--- src/rtl/adder_err_sweep_if.sv ---
// Bus between the sweep engine and the approximate adder it characterises.
// The master side is the sweep engine; the slave side is the adder plus
// whatever issues start and collects results.
interface adder_err_sweep_if #(
    parameter int WIDTH = 8,
    parameter int TOT_W = 2*WIDTH+1,
    parameter int ERR_W = WIDTH+2,
    parameter int SUM_W = 3*WIDTH+2,
    parameter int SQ_W  = 4*WIDTH+2
);
    logic             start;
    logic [WIDTH:0]   approx_sum_in;
    logic [WIDTH-1:0] a_out;
    logic [WIDTH-1:0] b_out;
    logic             busy;
    logic             done;
    logic [TOT_W-1:0] total_cases;
    logic [TOT_W-1:0] err_count;
    logic [SUM_W-1:0] err_sum;
    logic [SUM_W-1:0] abs_err_sum;
    logic [SQ_W-1:0]  sq_err_sum;
    logic [ERR_W-1:0] max_abs_err;

    modport master (
        input  start, approx_sum_in,
        output a_out, b_out, busy, done, total_cases, err_count,
               err_sum, abs_err_sum, sq_err_sum, max_abs_err
    );

    modport slave (
        output start, approx_sum_in,
        input  a_out, b_out, busy, done, total_cases, err_count,
               err_sum, abs_err_sum, sq_err_sum, max_abs_err
    );
endinterface

--- src/rtl/adder_err_sweep.sv ---
// Exhaustive sweep engine for an approximate adder: walks every operand
// pair (b inner, a outer), compares the adder's combinational result with
// the exact sum and accumulates raw error statistics. Accumulators are sized
// so that no worst-case adder output can overflow them.
module adder_err_sweep #(
    parameter int WIDTH = 8,
    parameter int TOT_W = 2*WIDTH+1,
    parameter int ERR_W = WIDTH+2,
    parameter int SUM_W = 3*WIDTH+2,
    parameter int SQ_W  = 4*WIDTH+2
) (
    input  logic              clk,
    input  logic              rst,
    adder_err_sweep_if.master bus
);

    typedef enum logic [1:0] {IDLE, RUN, DONE} state_t;

    state_t           state_q, state_d;
    logic [WIDTH-1:0] a_q, a_d;
    logic [WIDTH-1:0] b_q, b_d;
    logic [TOT_W-1:0] total_q, total_d;
    logic [TOT_W-1:0] errCount_q, errCount_d;
    logic [SUM_W-1:0] errSum_q, errSum_d;
    logic [SUM_W-1:0] absSum_q, absSum_d;
    logic [SQ_W-1:0]  sqSum_q, sqSum_d;
    logic [ERR_W-1:0] maxAbs_q, maxAbs_d;

    logic [WIDTH:0]       exactSum;
    logic [ERR_W-1:0]     err;
    logic [ERR_W-1:0]     negErr;
    logic [ERR_W-1:0]     absErr;
    logic [2*WIDTH+1:0]   absWide;
    logic [2*WIDTH+1:0]   sqErr;

    // Error of the pair currently presented: both sums are zero-extended to
    // ERR_W before subtracting, so the signed result can never wrap.
    always_comb begin
        exactSum = {1'b0, a_q} + {1'b0, b_q};
        err      = {1'b0, bus.approx_sum_in} - {1'b0, exactSum};
        negErr   = '0 - err;
        absErr   = err[ERR_W-1] ? negErr : err;
        absWide  = {{WIDTH{1'b0}}, absErr};
        sqErr    = absWide * absWide;
    end

    // Next-state logic: start (from IDLE or DONE) clears everything and
    // enters RUN; RUN accumulates one pair per cycle and steps the operands.
    always_comb begin
        state_d    = state_q;
        a_d        = a_q;
        b_d        = b_q;
        total_d    = total_q;
        errCount_d = errCount_q;
        errSum_d   = errSum_q;
        absSum_d   = absSum_q;
        sqSum_d    = sqSum_q;
        maxAbs_d   = maxAbs_q;

        case (state_q)
            IDLE, DONE: begin
                if (bus.start) begin
                    state_d    = RUN;
                    a_d        = '0;
                    b_d        = '0;
                    total_d    = '0;
                    errCount_d = '0;
                    errSum_d   = '0;
                    absSum_d   = '0;
                    sqSum_d    = '0;
                    maxAbs_d   = '0;
                end
            end
            RUN: begin
                total_d    = total_q + TOT_W'(1);
                errCount_d = errCount_q + {{(TOT_W-1){1'b0}}, (err != '0)};
                errSum_d   = errSum_q + {{(SUM_W-ERR_W){err[ERR_W-1]}}, err};
                absSum_d   = absSum_q + {{(SUM_W-ERR_W){1'b0}}, absErr};
                sqSum_d    = sqSum_q + {{(SQ_W-2*WIDTH-2){1'b0}}, sqErr};
                if (absErr > maxAbs_q) begin
                    maxAbs_d = absErr;
                end
                b_d = b_q + WIDTH'(1);
                if (b_q == '1) begin
                    a_d = a_q + WIDTH'(1);
                    if (a_q == '1) begin
                        state_d = DONE;
                    end
                end
            end
            default: state_d = IDLE;
        endcase
    end

    // State and accumulator registers; reset aborts any sweep in progress.
    always_ff @(posedge clk) begin
        if (rst) begin
            state_q    <= IDLE;
            a_q        <= '0;
            b_q        <= '0;
            total_q    <= '0;
            errCount_q <= '0;
            errSum_q   <= '0;
            absSum_q   <= '0;
            sqSum_q    <= '0;
            maxAbs_q   <= '0;
        end else begin
            state_q    <= state_d;
            a_q        <= a_d;
            b_q        <= b_d;
            total_q    <= total_d;
            errCount_q <= errCount_d;
            errSum_q   <= errSum_d;
            absSum_q   <= absSum_d;
            sqSum_q    <= sqSum_d;
            maxAbs_q   <= maxAbs_d;
        end
    end

    assign bus.a_out       = a_q;
    assign bus.b_out       = b_q;
    assign bus.busy        = (state_q == RUN);
    assign bus.done        = (state_q == DONE);
    assign bus.total_cases = total_q;
    assign bus.err_count   = errCount_q;
    assign bus.err_sum     = errSum_q;
    assign bus.abs_err_sum = absSum_q;
    assign bus.sq_err_sum  = sqSum_q;
    assign bus.max_abs_err = maxAbs_q;

endmodule
--- src/flat_wrapper.sv ---
// flat-port wrapper written by rule: the top's interface ports become plain ports
module adder_err_sweep_flat 
#(
    parameter int WIDTH = 8,
    parameter int TOT_W = 2*WIDTH+1,
    parameter int ERR_W = WIDTH+2,
    parameter int SUM_W = 3*WIDTH+2,
    parameter int SQ_W  = 4*WIDTH+2
)
  (clk, rst, bus_start, bus_approx_sum_in, bus_a_out, bus_b_out, bus_busy, bus_done, bus_total_cases, bus_err_count, bus_err_sum, bus_abs_err_sum, bus_sq_err_sum, bus_max_abs_err);
  adder_err_sweep_if #(.WIDTH(WIDTH), .TOT_W(TOT_W), .ERR_W(ERR_W), .SUM_W(SUM_W), .SQ_W(SQ_W)) bus_i ();
  input  logic clk;
  input  logic rst;
  input wire logic [$bits(bus_i.start)-1:0] bus_start;
  input wire logic [$bits(bus_i.approx_sum_in)-1:0] bus_approx_sum_in;
  output wire logic [$bits(bus_i.a_out)-1:0] bus_a_out;
  output wire logic [$bits(bus_i.b_out)-1:0] bus_b_out;
  output wire logic [$bits(bus_i.busy)-1:0] bus_busy;
  output wire logic [$bits(bus_i.done)-1:0] bus_done;
  output wire logic [$bits(bus_i.total_cases)-1:0] bus_total_cases;
  output wire logic [$bits(bus_i.err_count)-1:0] bus_err_count;
  output wire logic [$bits(bus_i.err_sum)-1:0] bus_err_sum;
  output wire logic [$bits(bus_i.abs_err_sum)-1:0] bus_abs_err_sum;
  output wire logic [$bits(bus_i.sq_err_sum)-1:0] bus_sq_err_sum;
  output wire logic [$bits(bus_i.max_abs_err)-1:0] bus_max_abs_err;
  assign bus_i.start = bus_start;
  assign bus_i.approx_sum_in = bus_approx_sum_in;
  assign bus_a_out = bus_i.a_out;
  assign bus_b_out = bus_i.b_out;
  assign bus_busy = bus_i.busy;
  assign bus_done = bus_i.done;
  assign bus_total_cases = bus_i.total_cases;
  assign bus_err_count = bus_i.err_count;
  assign bus_err_sum = bus_i.err_sum;
  assign bus_abs_err_sum = bus_i.abs_err_sum;
  assign bus_sq_err_sum = bus_i.sq_err_sum;
  assign bus_max_abs_err = bus_i.max_abs_err;
  adder_err_sweep #(.WIDTH(WIDTH), .TOT_W(TOT_W), .ERR_W(ERR_W), .SUM_W(SUM_W), .SQ_W(SQ_W)) u_core (.clk(clk), .rst(rst), .bus(bus_i));
endmodule
--- config.mk ---
export PLATFORM = sky130hd
export DESIGN_NAME = adder_err_sweep_flat
export DESIGN_NICKNAME = d
export VERILOG_FILES = /design/src/rtl/adder_err_sweep_if.sv /design/src/rtl/adder_err_sweep.sv /design/src/flat_wrapper.sv
export SDC_FILE = /design/constraint.sdc
export NUM_CORES = 1
export LEC_CHECK = 0
export CAP_MARGIN = 20
export CORE_MARGIN = 5
export CORE_UTILIZATION = 52
export CTS_CLUSTER_SIZE = 14
export DETAILED_ROUTE_END_ITERATION = 6
export PLACE_DENSITY_LB_ADDON = 0.3
export SLEW_MARGIN = 10
export SYNTH_ARGS = -nofsm -noshare
export SYNTH_HDL_FRONTEND = slang
export SYNTH_SLANG_ARGS = --single-unit
--- constraint.sdc ---
create_clock -name clk -period 12.1 [get_ports clk]
set_input_delay 3.025 -clock clk [delete_from_list [all_inputs] [get_ports clk]]
set_output_delay 3.025 -clock clk [all_outputs]
set_load 0.02 [all_outputs]
==> metrics <==
top cell type's share of synthesized area=between 20 and 25%; Seq. cell area=between 0.002 and 0.003 mm2; number of DRC markers after the initial detailed-route iteration=888; Final Cell Area=~0.015 mm2; final setup violation count=0; number of nets in the finished design=around 1900; most frequent cells in the layout=170 x nor2_1, 158 x clkdlybuf4s50_1, 148 x dfxtp_1, 135 x inv_1, 121 x ha_1; sequential fraction of the synthesis area=24.1%; CTS H-Tree Depth=4; number of cells in the design after placement=between 1500 and 2000; global route total overflow=0; Fin. Hold Viols=0; classification of the worst setup path=in -> reg; Data arrival, critical path=roughly 12 ns; Row Count=56; post-synthesis to final-layout area growth=23.1%; type of element launching the critical path=input port; Post-Syn Instances=between 1000 and 1500; number of buffers inserted during clock tree synthesis=17; Cell Area, Synth=0.0123 mm2; worst slack at placement=-0.302 ns; number of library cell types mapped by synthesis=between 90 and 100; DR WL met2=17.1 mm; final setup margin=approximately 0.42 ns; Post-DRT Antenna Nets=0; Slowest cell on crit path=fa_1; DRC violations left=0; pin count of the biggest net entering global routing=slightly below 70; total vias in the final route=11900; maximum clock frequency=between 80 and 90 MHz; final HPWL from detailed placement=about 27 mm; headroom to the max-slew limit=a little under half; Worst Hold Depth=2; number of buffers inserted by port buffering=159; diodes inserted=0; die width=between 150 and 200 um; Register-to-Register Path Depth=39; Final Wtd Congestion=roughly 0.94; M1 WL=around 15 mm; number of antenna violations at the first check in global routing=0; kind of end point of the critical path=flip-flop; Period minus WS final=11.68 ns; clock tree sinks=about 150; Die Height=around 160 um; wire length of the first global-routing pass=slightly below 60 mm; required time of the worst setup path=12.47 ns; maximum fanout encountered on the critical timing path=9; filler instances=between 2000 and 2500; number of storage elements in the synthesis netlist=around 150; placed cell areas=roughly 0.015 mm2; CTS Root Cell=clkbuf_16; clock latency reported for the late side of the worst-skew pair=roughly 0.44 ns; fraction of layout instances using a drive strength above 1=9.18%; sum of met3 wire segment lengths after detailed routing=around 2.5 mm; clock transition at the registers of the reported paths=about 0.07 ns; synthesized area per cell=8.21 um2; total core area=between 0.02 and 0.025 mm2; clock tree from TritonCTS=done; count of pins on the block boundary=160; number of flops mapped to enable cells by yosys=0; Starting Density=~53%; topmost layer with routed signal wires=met4; worst-case vdd ir drop=0.000433 V; clock tree skew after final layout=around 0.011 ns; area of the multi-input gates=0.00866 mm2; final cell count without fillers=2019; clock tree buffer depth=2; drt wl/cell=roughly 18 um; maximum cell stage delay along the critical path=roughly 0.55 ns; detail-routed via count per cell=approximately 6; most common cell after layout, fill and taps aside=nor2_1; leading cell types by total area after synthesis=dfxtp_1 24%, ha_1 12%, fa_1 8.9%, nor2_1 5.2%, inv_1 4.1%; crit share post-route=between 90% and 100%; top flip-flop cell by instance count after synthesis=dfxtp_1; static leakage power=approximately 6.4 nW; cell type with the highest aggregate area in the netlist=dfxtp_1; actual slew at the worst max-slew pin=approximately 0.8 ns; total wirelength of the detailed-routed design=approximately 36 mm; type of the worst min-delay path=reg -> reg; cts-stage hold buffer count=0; Final Max Tran Viols=0; total routing resource utilization after global routing=around 27%; status=finished clean; Synth async-reset ratio=0%; Die Outline Area=0.0269 mm2; Cell Pwr Density=approximately 340 mW/mm2; max-cap violations=0; Initial DRT Pass Iterations=5; Synthesis Warnings=0; vias in the first global route=approximately 12000
## registers in the layout, indices dropped and copies added, names as in the netlist, 8 cells and up
name,count
u_core.bus.max_abs_err,10
u_core.bus.b_out,8
u_core.bus.total_cases,17
u_core.bus.a_out,8
u_core.bus.err_sum,26
u_core.bus.abs_err_sum,26
u_core.bus.err_count,17
u_core.bus.sq_err_sum,34
## critical path: cells and delay by family
family | cells | cell delay (ns)
adders and majority gates | 10 | 3.98
AOI/OAI and AO/OA | 10 | 1.80
buffers and inverters | 10 | 1.48
and+or+nand+nor | 7 | 1.42
xor gates and xnor gates | 2 | 0.39
## metal layers
layer,up-vias,track usage (%)
met5,-,0
met4,0,9.84
met3,92,6.05
met2,432,45.5
met1,5660,33.8
li1,5695,-
## cell usage after synthesis (29+ instances only)
master	n
xnor2_1	44
clkbuf_1	44
dfxtp_1	148
a31oi_1	29
inv_1	135
fa_1	55
o21ai_0	56
a21o_1	34
nand2_1	109
nand3_1	69
ha_1	122
nor2_1	172
a21oi_1	93
## timing repair
item / 4_1_cts / 5_1_grt
setup endpoints to repair: 0 / 16
hold endpoints to repair: 0 / 0
setup buffers: 0 / 1
resized for setup: 0 / 10
## worst paths after layout
path / start / endpoint / slack, ns
max: bus_approx_sum_in[0] / u_core.bus.sq_err_sum[30] / 0.42
min: u_core.bus.err_sum[23] / u_core.bus.err_sum[23] / 0.47
max reg2reg: u_core.bus.b_out[0] / u_core.bus.sq_err_sum[30] / 2.78
min reg2reg: u_core.bus.err_sum[23] / u_core.bus.err_sum[23] / 0.47
## metrics by stage
| step | TNS (ns) | utilization (%) | hold slack, ns | total power, mW |
|---|---|---|---|---|
| after floorplan | 0 | - | 0.448 | 3.58 |
| after global placement | -0.276 | 62.0 | 0.459 | 4.37 |
| after detailed placement | -2.59 | 62.0 | 0.466 | 4.48 |
| after CTS | 0 | 64.5 | 0.480 | 5.07 |
| after global routing | -0.0476 | 64.8 | 0.512 | 5.65 |
| final | 0 | 64.8 | 0.473 | 5.13 |
## final cells by class
type,count,area share [%]
Multi-Input combinational cell,1161,57.2
Sequential cell,148,19.5
Clock buffer,17,2.81
Timing Repair Buffer,215,13.2
Clock inverter,15,1.03
Tap cell,319,2.63
Inverter,144,3.58
## kinds of logic (layout without fill, tap and decap cells)
group,after synthesis,after routing,share of synthesized area (%)
and+or+nand+nor,503,503,19.8
AOI/OAI and AO/OA,383,383,21.2
buffers and inverters,194,391,6.14
adders and majority gates,178,178,21.4
DFF,148,148,24.1
xor gates and xnor gates,74,74,5.75
muxes,17,17,1.48
other,2,6,0.0610
## power by group
part           total [mW]  switching, mW  internal [mW]
sequential          0.543         0.0249          0.518
clock               0.540          0.263          0.277
combinational        4.05           2.20           1.85
Power figures use the tool's default switching activity.
